File: src/rtl/logic_unit_mc_if.sv
// Handshake and operand/result bundle for the multi-cycle logic unit.
// The master side issues start with op/operands; the slave side (the unit)
// answers with busy/done and the registered result and flags.
interface logic_unit_mc_if #(
  parameter int WIDTH = 32
);
  logic             start;
  logic [2:0]       op;
  logic [WIDTH-1:0] num1;
  logic [WIDTH-1:0] num2;
  logic             busy;
  logic             done;
  logic [WIDTH-1:0] result;
  logic             zero;
  logic             parity;

  modport master (
    output start, op, num1, num2,
    input  busy, done, result, zero, parity
  );

  modport slave (
    input  start, op, num1, num2,
    output busy, done, result, zero, parity
  );
endinterface

File: src/rtl/logic_unit_mc.sv
// Multi-cycle bitwise logic unit.
// A WIDTH-bit operation is split into N = WIDTH/LANE slices, one slice per clock.
// Operands and op are latched when a start is accepted (IDLE or DONE); the
// running operation only ever looks at those latched copies. zero/parity are
// taken from the completed word on the same edge that writes the last slice,
// so they appear together with the done pulse.
module logic_unit_mc #(
  parameter int WIDTH = 32,
  parameter int LANE  = 8
) (
  input  logic         clk,
  input  logic         rst_n,
  logic_unit_mc_if.slave bus
);

  localparam int N     = WIDTH / LANE;
  localparam int CNT_W = (N > 1) ? $clog2(N) : 1;
  localparam logic [CNT_W-1:0] CNT_LAST = CNT_W'(N - 1);

  localparam logic [2:0] OP_AND  = 3'b000;
  localparam logic [2:0] OP_OR   = 3'b001;
  localparam logic [2:0] OP_XOR  = 3'b010;
  localparam logic [2:0] OP_NOR  = 3'b011;
  localparam logic [2:0] OP_XNOR = 3'b100;
  localparam logic [2:0] OP_ANDN = 3'b101;
  localparam logic [2:0] OP_PASS = 3'b110;
  localparam logic [2:0] OP_NOTA = 3'b111;

  // A lane width that does not tile the operand is a configuration error.
  generate
    if ((LANE < 1) || ((WIDTH % LANE) != 0)) begin : g_bad_lane
      $error("logic_unit_mc: WIDTH must be a non-zero multiple of LANE");
    end
  endgenerate

  typedef enum logic [1:0] {
    IDLE = 2'd0,
    RUN  = 2'd1,
    DONE = 2'd2
  } state_t;

  // Per-slice logic function; slices are independent, there is no carry.
  function automatic logic [LANE-1:0] logic_f(
    input logic [2:0]      op,
    input logic [LANE-1:0] a,
    input logic [LANE-1:0] b
  );
    logic [LANE-1:0] r;
    case (op)
      OP_AND:  r = a & b;
      OP_OR:   r = a | b;
      OP_XOR:  r = a ^ b;
      OP_NOR:  r = ~(a | b);
      OP_XNOR: r = ~(a ^ b);
      OP_ANDN: r = a & ~b;
      OP_PASS: r = a;
      OP_NOTA: r = ~a;
      default: r = {LANE{1'b0}};
    endcase
    return r;
  endfunction

  // Even-parity bit of a full word (XOR reduction).
  function automatic logic parity_f(input logic [WIDTH-1:0] w);
    return ^w;
  endfunction

  state_t           state_r;
  state_t           state_s;
  logic [CNT_W-1:0] cnt_r;
  logic [2:0]       op_r;
  logic [WIDTH-1:0] a_r;
  logic [WIDTH-1:0] b_r;
  logic [WIDTH-1:0] result_r;
  logic             zero_r;
  logic             parity_r;
  logic             busy_r;
  logic             done_r;

  logic [LANE-1:0]  a_slice_s;
  logic [LANE-1:0]  b_slice_s;
  logic [LANE-1:0]  new_slice_s;
  logic [WIDTH-1:0] word_s;
  logic             accept_s;

  // A start is only honoured when no slices are in flight.
  always_comb begin
    accept_s = 1'b0;
    if ((state_r != RUN) && bus.start) begin
      accept_s = 1'b1;
    end else begin
      accept_s = 1'b0;
    end
  end

  // FSM state register.
  always_ff @(posedge clk or negedge rst_n) begin
    if (!rst_n) begin
      state_r <= IDLE;
    end else begin
      state_r <= state_s;
    end
  end

  // FSM next-state logic; DONE can chain straight into another RUN.
  always_comb begin
    state_s = state_r;
    case (state_r)
      IDLE: begin
        if (accept_s) begin
          state_s = RUN;
        end else begin
          state_s = IDLE;
        end
      end
      RUN: begin
        if (cnt_r == CNT_LAST) begin
          state_s = DONE;
        end else begin
          state_s = RUN;
        end
      end
      DONE: begin
        if (accept_s) begin
          state_s = RUN;
        end else begin
          state_s = IDLE;
        end
      end
      default: state_s = IDLE;
    endcase
  end

  // Select the operand slices addressed by the slice counter.
  always_comb begin
    a_slice_s = {LANE{1'b0}};
    b_slice_s = {LANE{1'b0}};
    for (int i = 0; i < N; i++) begin
      if (cnt_r == CNT_W'(i)) begin
        a_slice_s = a_r[i*LANE +: LANE];
        b_slice_s = b_r[i*LANE +: LANE];
      end else begin
        a_slice_s = a_slice_s;
        b_slice_s = b_slice_s;
      end
    end
    new_slice_s = logic_f(op_r, a_slice_s, b_slice_s);
  end

  // Result word with the current slice replaced; untouched slices keep old data.
  always_comb begin
    word_s = result_r;
    for (int i = 0; i < N; i++) begin
      if (cnt_r == CNT_W'(i)) begin
        word_s[i*LANE +: LANE] = new_slice_s;
      end else begin
        word_s[i*LANE +: LANE] = result_r[i*LANE +: LANE];
      end
    end
  end

  // Datapath: operand latching, slice write-back, flags and status outputs.
  always_ff @(posedge clk or negedge rst_n) begin
    if (!rst_n) begin
      cnt_r    <= {CNT_W{1'b0}};
      op_r     <= 3'b000;
      a_r      <= {WIDTH{1'b0}};
      b_r      <= {WIDTH{1'b0}};
      result_r <= {WIDTH{1'b0}};
      zero_r   <= 1'b0;
      parity_r <= 1'b0;
      busy_r   <= 1'b0;
      done_r   <= 1'b0;
    end else begin
      busy_r <= (state_s == RUN);
      done_r <= (state_s == DONE);
      case (state_r)
        IDLE, DONE: begin
          if (accept_s) begin
            op_r  <= bus.op;
            a_r   <= bus.num1;
            b_r   <= bus.num2;
            cnt_r <= {CNT_W{1'b0}};
          end
        end
        RUN: begin
          result_r <= word_s;
          if (cnt_r == CNT_LAST) begin
            cnt_r    <= {CNT_W{1'b0}};
            zero_r   <= (word_s == {WIDTH{1'b0}});
            parity_r <= parity_f(word_s);
          end else begin
            cnt_r <= cnt_r + CNT_W'(1);
          end
        end
        default: begin
          cnt_r <= {CNT_W{1'b0}};
        end
      endcase
    end
  end

  assign bus.busy   = busy_r;
  assign bus.done   = done_r;
  assign bus.result = result_r;
  assign bus.zero   = zero_r;
  assign bus.parity = parity_r;

endmodule

File: src/flat_wrapper.sv
// flat-port wrapper written by rule: the top's interface ports become plain ports
module logic_unit_mc_flat 
#(
  parameter int WIDTH = 32,
  parameter int LANE  = 8
)
  (clk, rst_n, bus_start, bus_op, bus_num1, bus_num2, bus_busy, bus_done, bus_result, bus_zero, bus_parity);
  logic_unit_mc_if #(.WIDTH(WIDTH)) bus_i ();
  input  logic clk;
  input  logic rst_n;
  input wire logic [$bits(bus_i.start)-1:0] bus_start;
  input wire logic [$bits(bus_i.op)-1:0] bus_op;
  input wire logic [$bits(bus_i.num1)-1:0] bus_num1;
  input wire logic [$bits(bus_i.num2)-1:0] bus_num2;
  output wire logic [$bits(bus_i.busy)-1:0] bus_busy;
  output wire logic [$bits(bus_i.done)-1:0] bus_done;
  output wire logic [$bits(bus_i.result)-1:0] bus_result;
  output wire logic [$bits(bus_i.zero)-1:0] bus_zero;
  output wire logic [$bits(bus_i.parity)-1:0] bus_parity;
  assign bus_i.start = bus_start;
  assign bus_i.op = bus_op;
  assign bus_i.num1 = bus_num1;
  assign bus_i.num2 = bus_num2;
  assign bus_busy = bus_i.busy;
  assign bus_done = bus_i.done;
  assign bus_result = bus_i.result;
  assign bus_zero = bus_i.zero;
  assign bus_parity = bus_i.parity;
  logic_unit_mc #(.WIDTH(WIDTH), .LANE(LANE)) u_core (.clk(clk), .rst_n(rst_n), .bus(bus_i));
endmodule
File: config.mk
export PLATFORM = sky130hd
export DESIGN_NAME = logic_unit_mc_flat
export DESIGN_NICKNAME = d
export VERILOG_FILES = /design/src/rtl/logic_unit_mc_if.sv /design/src/rtl/logic_unit_mc.sv /design/src/flat_wrapper.sv
export SDC_FILE = /design/constraint.sdc
export NUM_CORES = 1
export LEC_CHECK = 0
export ABC_AREA = 1
export BUFFER_PORTS_ARGS = -buffer_cell sky130_fd_sc_hd__buf_2
export CORE_MARGIN = 3
export CORE_UTILIZATION = 59
export CTS_BUF_LIST = sky130_fd_sc_hd__clkbuf_8
export CTS_CLUSTER_DIAMETER = 150
export DETAILED_ROUTE_END_ITERATION = 8
export GPL_ROUTABILITY_DRIVEN = 0
export PLACE_DENSITY = 0.85
export SLEW_MARGIN = 10
export SYNTH_ARGS = -nofsm -noshare
export SYNTH_HDL_FRONTEND = slang
export SYNTH_SLANG_ARGS = --single-unit
File: constraint.sdc
create_clock -name clk -period 4.59 [get_ports clk]
set_clock_uncertainty 0.2 [all_clocks]
set_input_delay 0.459 -clock clk [delete_from_list [all_inputs] [get_ports clk]]
set_output_delay 0.459 -clock clk [all_outputs]
set_load 0.02 [all_outputs]
# Word-level counts from Yosys, hierarchy flattened

Index checks and enable logic that the tools add are counted.

Add/subtract/negate cells: 1
Equal/unequal tests: 16
Multiplexer cells: 20
Bitwise operators: 8
Reduce and logical (&&, ||, !) cells: 9

Operators with widths:

| kind                                           | count |
|---|---|
| 2-to-1 mux 8 bit                               | 12 |
| case mux 8 bit (8 select lines)                | 1 |
| zero test 32 bit                               | 1 |
| inverter 8 bit                                 | 4 |
| XOR reduction 32 bit                           | 1 |
| AND 8 bit                                      | 2 |
| == test 3 bit (second input constant)          | 4 |
| == test 2 bit (second input constant)          | 4 |
| OR 8 bit                                       | 1 |
| case mux 2 bit (2 select lines)                | 2 |
| bitwise XOR 8 bit                              | 1 |
| == test 2 x 1 -> 1 bit (second input constant) | 3 |
| == test 3 x 2 -> 1 bit (second input constant) | 2 |
| 2-to-1 mux 2 bit                               | 3 |
| zero test 2 bit                                | 2 |
| != test 2 x 1 -> 1 bit (second input constant) | 2 |
| AND reduction 2 bit                            | 2 |
| == test 3 x 1 -> 1 bit (second input constant) | 1 |
| zero test 3 bit                                | 1 |
| adder 2 x 1 -> 2 bit (second input constant)   | 1 |
| 2-to-1 mux 1 bit                               | 2 |
| OR reduction 2 bit                             | 1 |
| logical AND 1 bit                              | 1 |

Bits in registers: 107
Bits of input ports: 70
Output and inout port bits: 36

# Logic depth before layout (Yosys ltp)

Depth after elaboration: 10
Mapped depth: 27
Mapped depth without buffers: 26

# Worst setup path before layout

Ideal clock, no wire load.

Kind: register to register
Start: register u_core.cnt_r[0]
End: register u_core.parity_r, in the netlist u_core.bus.parity
Library setup time: 0.117 ns
Data arrival time: 3.063 ns
Data required time: 4.273 ns
Path slack: 1.209 ns
Stages on the path, launching flop included: 24
Path through: dfrtp_1 inv_1 ha_1 buf_6 buf_2 a21oi_1 nand2_1 nand2_1 inv_1 ha_1 nand3b_1 nand3_1 nor2_1 nand3_1 nand2_2 nand2_1 o21ai_0 ha_1 xor2_1 xnor2_1 xor2_1 nand2_1 nand3_1 nand2_1

Cells in the longest elaborated chain, start to end: 10
Elaborated cells on any way between the ends: 27
Classes of those cells: 3 x eq/ne; 13 x mux; 8 x bitwise; 3 x reduce/logical

Ends and longest elaborated chain:

| element                                      | line                                       | text |
|---|---|---|
| start: declaration                           | logic_unit_mc.sv:70                        | `logic [CNT_W-1:0] cnt_r;` |
| start signal: assignment                     | logic_unit_mc.sv:165                       | `cnt_r <= {CNT_W{1'b0}};` |
| start signal: assignment                     | logic_unit_mc.sv:183                       | `cnt_r <= {CNT_W{1'b0}};` |
| start signal: assignment                     | logic_unit_mc.sv:189                       | `cnt_r <= {CNT_W{1'b0}};` |
| zero test 2 bit                              | logic_unit_mc.sv:139, logic_unit_mc.sv:154 |  |
| 2-to-1 mux 8 bit (4 in series)               | logic_unit_mc.sv:139                       | `if (cnt_r == CNT_W'(i)) begin` |
| inverter 8 bit, or another cell as far along | logic_unit_mc.sv:55                        | `OP_ANDN: r = a & ~b;` |
| AND 8 bit, or another cell as far along      | logic_unit_mc.sv:55                        |  |
| case mux 8 bit (8 select lines)              | logic_unit_mc.sv:49                        | `case (op)` |
| 2-to-1 mux 8 bit                             | logic_unit_mc.sv:154                       | `if (cnt_r == CNT_W'(i)) begin` |
| XOR reduction 32 bit                         | logic_unit_mc.sv:65                        | `return ^w;` |
| end signal: assignment                       | logic_unit_mc.sv:191                       | `parity_r <= parity_f(word_s);` |
| end: declaration                             | logic_unit_mc.sv:76                        | `logic parity_r;` |

Parallel ways exist; a longest one is shown, timed or not.
A chain may end at the register's enable or synchronous reset.

# Worst setup path in the final report

Ends and elaborated chain as after synthesis.

==> summary.md <==
| Metric | Value |
|---|---|
| Ratio of cells with drive above 1 in the final layout | `between 20% and 30%` |
| Cell taking the most area after synthesis | `dfrtp_1` |
| Starting Density | `roughly three fifths` |
| Register area | `approximately 2700 sq um` |
| Area growth, synth to finish | `12.3%` |
| Vias per cell | `~5.6` |
| Root Buffer | `clkbuf_8` |
| Syn nets | `864` |
| RSZ-0062 raised after global routing | `false` |
| Number of global-route vias before repair | `5414` |
| Register area share after synthesis | `between 40% and 50%` |
| Largest net degree at the start of global routing | `90` |
| Ant. Diodes | `0` |
| Chip Width | `~110 microns` |
| Avg WL per Cell | `15.9 microns` |
| Post-route design area | `7080 sq um` |
| Clock Sinks | `roughly 110` |
| Post-synthesis cell count | `~770` |
| FP Rows | `37` |
| FF+latch count, synth | `approximately 110` |
| Post-synth cell types | `33` |
| Post-route DRC violation count | `0` |
| Arrival @ worst endpoint | `roughly 4.2 ns` |
| Synth top area share | `a little over two fifths` |
| Synth Cell Area | `between 6000 and 7000 sq um` |
| Gr usage total | `28.0%` |
| Post-synthesis async set-or-reset flop share | `100%` |
| I/O pins | `about 110` |
| Worst Hold Class | `input port to async pin` |
| Area used by multi-input combinational logic | `roughly 3200 sq um` |
| Final net count | `about 960` |
| Status | `complete, no violations` |
| Syn Area/Cell | `8.23 sq um` |
| CP Launch Point | `u_core.cnt_r[0]` |
| CP max FO | `13` |
| Routed via count | `5618` |
| Setup crit start kind | `register` |
| Chip Height | `approximately 110 microns` |
| 1st-pass router iterations | `6` |
| Fin crit period | `4.16 ns` |
| Reg clk slew, reported paths | `0.10 ns` |
| Setup violators final | `0` |
| Final WL | `roughly 16 mm` |
| H-Tree Depth | `3` |
| Final HPWL DP | `roughly 12 mm` |
| Post-Place Cell Area | `roughly 7000 sq um` |
| Setup TNS | `0 ns` |
| First-pass GRT wire length | `about 26 mm` |
| CTS Buffer Depth | `2` |
| Worst-margin pin slew | `0.953 ns` |
| Total CTS buffers | `9` |
| Post-route insts no fill | `between 1000 and 1500` |
| Number of port buffers | `between 100 and 150` |
| Peak Freq | `240 MHz` |
| Die area | `between 10000 and 15000 sq um` |
| CTS Hold Buffers Added | `0` |
| Clk_lat worst skew | `0.38 ns` |
| Most common cell in the netlist | `nand2_1` |
| WHS | `about 0.0013 ns` |
| Slew HR | `between 30% and 40%` |
| ANT nets after route | `0` |
| DRT iter0 DRCs | `approximately 430` |
| Hold Violations, Final | `0` |
| Fill count | `around 890` |
| R2R cell count | `24` |
| Top_reg_cell synth | `dfrtp_1` |
| Max-cap viol count | `0` |
| Pins Over Slew Limit | `0` |
| Synthesis warning total | `0` |
| Area contributors post-synth | `dfrtp_1, nand2_1, mux2_2` |
| Initial antenna violation count | `0` |
| Fin crit share | `roughly 91%` |
| Area of the core | `between 10000 and 15000 sq um` |
| GRT overflow | `0` |
| Critical Path RT | `between 4 and 5 ns` |
| Setup CP Type | `register to register` |
| CTS tree | `yes` |
| Most frequent cells after synthesis | `nand2_1, dfrtp_1, nand3_1, inv_1, mux2_2` |
| Number of synthesized flops with an enable pin | `0` |
| Dpl cells | `~990` |
| R2R Path Start | `u_core.cnt_r[0]` |
| Critical path capture point type | `register` |
[kinds of logic after synthesis]
group / share of synthesized area, %
buffers and inverters: 6.55
adder cells (fa/ha/maj): 5.56
XOR/XNOR: 2.22
flip-flops: 42.5
AO/OA/AOI/OAI: 6.69
multiplexers: 8.40
AND/OR/NAND/NOR: 28.1
[final cells by class]
class	instances	share of cell area (%)
Multi-Input combinational cell	571	45.5
Sequential cell	107	37.8
Timing Repair Buffer	116	8.63
Inverter	55	2.92
Tap cell	136	2.40
Clock buffer	9	1.75
Clock inverter	7	0.972
[layout by cell type, fill, tap and decap left out, drive strengths merged]
cell type and n:
nor4 1, nand3b 1, a21boi 1, o21a 4, nor3 1, nand4 6, or2 29, mux2 47
ha 28, nand3 93, clkinv 2, nor2 46, nand2 222, xnor2 13, xor2 3, a21oi 46
buf 116, bufinv 1, dfrtp 107, clkbuf 9, o21ai 30, inv 59
[routing by layer]
layer  vias up  part of all wire (%)  GRT usage (%)
li1       2673                     -              -
met1      2626                    41           37.3
met5         -                     0              0
met4         0                   3.5           12.6
met3        51                   8.8           7.22
met2       268                    47           43.1
[registers in the layout (all words and copies together) (netlist names)]
signal,count
u_core.a_r,32
u_core.b_r,32
u_core.bus.result,32
u_core.op_r,3
u_core.cnt_r,2
u_core.state_r,2
u_core.bus.busy,1
u_core.bus.done,1
u_core.bus.parity,1
u_core.bus.zero,1
[critical path: stages (launching register included)]
cell	delay [ns]
dfrtp_1	0.41
inv_1	0.13
ha_2	0.36
inv_1	0.12
nor2_4	0.15
nand2_1	0.08
nand2_1	0.06
nand2_1	0.05
nand2_1	0.11
inv_1	0.07
ha_1	0.28
nand2_1	0.06
o21ai_0	0.08
nor2_1	0.09
nand2_1	0.05
nor2_1	0.22
nand2_1	0.17
o21ai_1	0.18
ha_1	0.26
xor2_1	0.16
xnor2_1	0.27
xor2_1	0.25
nand2_1	0.09
nand3_1	0.10
nand2_1	0.05
[per-stage QoR]
stage	setup WS, ns	utilization (%)
6_report	0.431	68.3
2_1_floorplan	1.21	-
4_1_cts	0.384	68.2
3_5_place_dp	0.539	66.4
3_3_place_gp	0.617	66.4
5_1_grt	0.0886	68.3
[worst paths after layout]
path                                          to  slack, ns
hold reg to reg            u_core.bus.result[18]       0.30
min in group clk                  u_core.b_r[19]       0.10
setup reg to reg               u_core.bus.parity       0.43
setup / recovery               u_core.bus.parity       0.43
hold / removal             u_core.bus.result[23]      0.001
max in group asynchronous         u_core.a_r[18]       3.22
[timing repair]
action	CTS	global route
gates resized for setup	0	1
endpoints found under the setup margin	0	1
hold endpoints to repair	0	0
setup buffers	0	0
Power is not shown: default switching activity piles up to over one toggle a cycle in this logic, so the estimate is an artifact.
